==> config.mk <==
export PLATFORM = sky130hd
export DESIGN_NAME = tqvp_uart_tx_fifo
export DESIGN_NICKNAME = d
export VERILOG_FILES = /design/src/rtl/tqvp_uart_tx_fifo.sv
export SDC_FILE = /design/constraint.sdc
export NUM_CORES = 1
export LEC_CHECK = 0
export CORE_MARGIN = 3
export CORE_UTILIZATION = 55
export DETAILED_ROUTE_END_ITERATION = 7
export PLACE_DENSITY = 0.73
export SLEW_MARGIN = 40
export SYNTH_ARGS = -nofsm -noshare
export SYNTH_HDL_FRONTEND = slang
export SYNTH_SLANG_ARGS = --single-unit
==> constraint.sdc <==
create_clock -name clk -period 4.7 [get_ports clk]
set_input_delay 1.175 -clock clk [delete_from_list [all_inputs] [get_ports clk]]
set_output_delay 1.175 -clock clk [all_outputs]
set_load 0.05 [all_outputs]
==> src/rtl/tqvp_uart_tx_fifo.sv <==
// tqvp_uart_tx_fifo: register-mapped byte FIFO feeding an 8N1 UART transmitter with CTS flow control.
// Define TQVP_UART_PARITY_EN to add a parity bit selected through CTRL[4:3].
module tqvp_uart_tx_fifo #(
    parameter int          DEPTH     = 4,
    parameter logic [15:0] DIV_RESET = 16'd103
) (
    input  logic       clk,
    input  logic       rst_n,
    input  logic [7:0] ui_in,
    output logic [7:0] uo_out,
    input  logic [3:0] address,
    input  logic       data_write,
    input  logic [7:0] data_in,
    output logic [7:0] data_out
);
    localparam int AW = $clog2(DEPTH);
    localparam int LW = AW + 1;
    typedef enum logic [2:0] {IDLE, START, DATA, PARITY, STOP} state_t;
    state_t state, state_d;
    logic [7:0] mem [DEPTH];
    logic [AW-1:0] wr_ptr, rd_ptr;
    logic [AW:0] level;
    logic [15:0] div, baud_cnt;
    logic [7:0] shift, shift_d, ctrl_rd;
    logic [2:0] bit_cnt;
    logic tx, tx_d, busy, overflow, enable, with_par, par_bit;
    logic full, empty, tick, last_bit, pop_ok, pop, push_req, push, ctrl_wr, flush;
    logic unused;

    assign unused = &{1'b0, ui_in[7:1]};
    // level never exceeds DEPTH, a power of two, so its top bit alone means full
    assign full = level[AW];
    assign empty = level == '0;
    assign ctrl_wr = data_write && address == 4'h4;
    assign flush = ctrl_wr && data_in[2];
    assign push_req = data_write && address == 4'h0;
    assign tick = baud_cnt == 16'd0;
    assign last_bit = bit_cnt == 3'd7;
    assign pop_ok = enable && !ui_in[0] && !empty && !flush;
    assign pop = pop_ok && (state == IDLE || (state == STOP && tick));
    assign push = push_req && (!full || pop);

`ifdef TQVP_UART_PARITY_EN
    logic parity_en, odd, par;
    always_ff @(posedge clk or negedge rst_n) begin
        if (!rst_n) begin
            parity_en <= 1'b0;
            odd <= 1'b0;
            par <= 1'b0;
        end else begin
            if (ctrl_wr) begin
                parity_en <= data_in[3];
                odd <= data_in[4];
            end
            if (pop) par <= ^mem[rd_ptr];
        end
    end
    assign with_par = parity_en;
    assign par_bit = par ^ odd;
    assign ctrl_rd = {3'b000, odd, parity_en, 2'b00, enable};
`else
    assign with_par = 1'b0;
    assign par_bit = 1'b1;
    assign ctrl_rd = {7'b0, enable};
`endif

    always_ff @(posedge clk) begin
        if (push) mem[wr_ptr] <= data_in;
    end

    always_ff @(posedge clk or negedge rst_n) begin
        if (!rst_n) begin
            wr_ptr <= '0;
            rd_ptr <= '0;
            level <= '0;
            overflow <= 1'b0;
            div <= DIV_RESET;
            enable <= 1'b1;
        end else begin
            if (flush) begin
                rd_ptr <= wr_ptr;
                level <= '0;
            end else begin
                if (pop) rd_ptr <= rd_ptr + AW'(1);
                level <= level + LW'(push) - LW'(pop);
            end
            if (push) wr_ptr <= wr_ptr + AW'(1);
            overflow <= (overflow && !(ctrl_wr && data_in[1])) || (push_req && full && !pop);
            if (data_write && address == 4'h2) div[7:0] <= data_in;
            if (data_write && address == 4'h3) div[15:8] <= data_in;
            if (ctrl_wr) enable <= data_in[0];
        end
    end

    always_ff @(posedge clk or negedge rst_n) begin
        if (!rst_n) begin
            state <= IDLE;
            tx <= 1'b1;
            busy <= 1'b0;
            shift <= '0;
            baud_cnt <= '0;
            bit_cnt <= '0;
        end else begin
            state <= state_d;
            tx <= tx_d;
            busy <= state_d != IDLE;
            shift <= shift_d;
            // reloading from div at each boundary lets a new divisor apply without truncating a bit
            baud_cnt <= (pop || (state != IDLE && tick)) ? div :
                        state != IDLE ? baud_cnt - 16'd1 : baud_cnt;
            bit_cnt <= state != DATA ? 3'd0 : tick ? bit_cnt + 3'd1 : bit_cnt;
        end
    end

    always_comb begin
        state_d = state;
        case (state)
            IDLE:    if (pop) state_d = START;
            START:   if (tick) state_d = DATA;
            DATA:    if (tick && last_bit) state_d = with_par ? PARITY : STOP;
            PARITY:  if (tick) state_d = STOP;
            STOP:    if (tick) state_d = pop ? START : IDLE;
            default: state_d = IDLE;
        endcase
    end

    always_comb begin
        shift_d = pop ? mem[rd_ptr] : (state == DATA && tick && !last_bit) ? {1'b0, shift[7:1]} : shift;
        tx_d = state_d == START ? 1'b0 : state_d == DATA ? shift_d[0] : state_d == PARITY ? par_bit : 1'b1;
    end

    assign uo_out = {4'b0000, overflow, !full, busy, tx};
    assign data_out = address == 4'h1 ? {busy, full, empty, overflow, 4'(level)} :
                      address == 4'h2 ? div[7:0] :
                      address == 4'h3 ? div[15:8] :
                      address == 4'h4 ? ctrl_rd : 8'h00;
endmodule

==> reports/metrics.cfg <==
[status]
status = completed

[setup_path]
crit_fanout = 9
reg2reg_depth = 15
crit_required_ns = 3.52
reg2reg_from = baud_cnt[0]
crit_path_start_kind = input pin
r2r_end = level[2]
cp.arrival_ns = 3.00
startpoint = address[1]
worst_path_max_delay_cell = clkdlybuf4s50_1
path_cells = clkdlybuf4s50_1 -> clkinv_1 -> buf_4 -> nor3_1 -> a31oi_1 -> o31ai_1 -> buf_12
end_kind = output port
critPathKind = in2out
reg2reg_slack_ns = 0.92
cp_slowest_stage_delay_ns = 0.59

[timing]
max_freq_mhz = 239
hold_viol = 0
grt_setup_unrepaired = no
period_share_pct = 88.9
post-route-min-period_ns = 4.18
slew_headroom_pct = 44.5
setup_tns_ns = 0
tightest_slew_ns = 0.825
drv_slew = 0
skew_ns = 0.0165
setup_viol = 0
holdWs_ns = 0.519

[placed_design]
hpwl_mm = 7.40
port_buffers = 27
dp_cells = 502
gp_congestion = 0.917

[clock_network]
cts_root_buf = clkbuf_8
cts_htree_levels = 3
cts-buffers-inserted = 9
post_cts_buffers = 0
cts_tree = built
cts.repair.resized = 0
clkTransAtPathRegs_ns = 0.10
hold_buffers = 0
cts.path.max_buffers = 2
cts_sinks = 89
clk_latency_ns = 0.37

[synth]
synth_seq_cells = 89
synth_top_area_share_pct = 28.1
synth_cell_types = 62
synth-simple-area-share_pct = 15.3
synth_area_leaders = dfrtp_1 (28%), edfxtp_1 (22%), mux2_2 (4.6%), dfstp_2 (4.1%), mux4_2 (4.0%)
avgSynthCellArea_um2 = 11.7
synth_flop_cell = dfrtp_1
synth_xor_area_share_pct = 1.18
syn_inst = 381
ys_top_cells_by_count = dfrtp_1 (50), edfxtp_1 (32), nand2_1 (32)
synthArstFlopShare_pct = 64.0
synth_edf_count = 32
synth.most_common_cell = dfrtp_1
synth_fa_ha_area_share_pct = 2.98
synthesis.area_mm2 = 0.00445
yosysSeqAreaShare_pct = 53.8
synthMuxAreaShare_pct = 9.27
synth-compound-area-share_pct = 13.3
synth_top_family_by_area = simple AND/OR/NAND/NOR gates
yosysWarnings = 0
synth_area_leader_cell = dfrtp_1

[floorplanning]
die_h_um = 96.0
ios = 39
die_area_mm2 = 0.00921
chipWidth_um = 96.0
start_util_pct = 57.0
core_area_mm2 = 0.00781
rows = 32

[routing]
vias = 3245
drt-total-wl_mm = 10.2
wl_per_cell_um = 19.6
drtIter0Drc = 331
drtPass1Iterations = 5
route.detailed.drc = 0
via_per_inst = 6.26
antenna_left = 0

[run]
max-cap-violations = 0

[layout]
fin_cells = 518
fin_util_pct = 65.5
synthToLayoutAreaGrowth_pct = 14.8
antenna_cells = 0
drive_gt1_share_pct = 20.7
final_nets = 444

[power]
p_leak_nw = 1.99
vdd_ir_drop_max_mv = 0.288
seqPwrFrac_pct = 48.2
pwr-share-clk_pct = 22.3
p_sw_w = 0.000901
power_w = 0.00249
netSwitchingFraction_pct = 36.2
intPower_w = 0.00159
p_comb_share_pct = 29.6
power-per-cell-area_mw_per_mm2 = 487

[global_routing]
grt_usage_pct = 24.0
grt_remaining_overflow = 0
grt_pass1_wl_mm = 16.3
antenna_found_initial = 0
grt_start_max_net_pins = 31
grt_pass1_vias = 2998

[hold_path]
min_from = shift[6]
hp-class = reg2reg
whs_endpoint = shift[5]
holdPathStages = 1

## metal layers
layer / global-route usage (%) / vias to the layer above / wire [µm]
met5: 0 / - / 0
met4: 6.52 / 0 / 150
met3: 4.14 / 13 / 730
met2: 34.8 / 149 / 4570
met1: 37.1 / 1598 / 4720
li1: - / 1485 / -
## worst max-delay path, delay by kind of cell
kind                   cells  cell delay (ns)
buffers and inverters      4             1.10
and+or+nand+nor            1             0.20
AOI/OAI and AO/OA          2             0.53
## metrics by stage
step | setup WS [ns] | instance area [µm²]
after detailed placement | 0.551 | 4900
after floorplan | 0.644 | 4460
after global placement | 0.570 | 4900
after CTS | 0.548 | 5110
final | 0.523 | 5110
after global routing | 0.429 | 5110
## how the worst max path moves through the flow
stage                       end  slack (ns)  depth (start not counted)
detailed placement  data_out[0]        0.55                          7
floorplan           data_out[0]        0.64                          4
global route        data_out[0]        0.43                          7
finish              data_out[0]        0.52                          7
CTS                 data_out[0]        0.55                          7
global placement    data_out[0]        0.57                          7
## power groups by stage
stage	Clock (W)	Combinational [W]	Sequential, W
finish	0.000554	0.000735	0.00120
global route	0.000596	0.000807	0.00123
CTS	0.000561	0.000733	0.00119
detailed placement	0	0.000729	0.00121
global placement	0	0.000708	0.00120
floorplan	0	0.000598	0.00111
## cell type report
class                           count  area [µm²]
Timing Repair Buffer               39         435
Inverter                           16        60.1
Tap cell                          102         128
Fill cell                         619        2700
Multi-Input combinational cell    256        1890
Sequential cell                    89        2400
Clock inverter                      7        81.3
Clock buffer                        9         124
## logic make-up after synthesis
group | after synthesis
AOI/OAI and AO/OA | 85
xor gates and xnor gates | 6
adders and majority gates | 10
buffers and inverters | 39
DFF | 89
muxes | 29
other | 1
and+or+nand+nor | 122
## flip-flops by register name, indices dropped and copies added, names as in the netlist, 3 cells and up
signal    cells
mem          32
baud_cnt     16
div          16
shift         8
bit_cnt       3
level         3
state         3
## placed cells by master, fill, tap and decap left out, types with 15 or more instances in the layout
cell             instances
dfrtp_1                 50
nand2_1                 32
edfxtp_1                32
o21ai_0                 24
mux2_2                  18
clkdlybuf4s50_1         18
a21oi_1                 17
nor2_1                  16
inv_1                   15
Note: power is estimated with default switching activity, not from simulation.
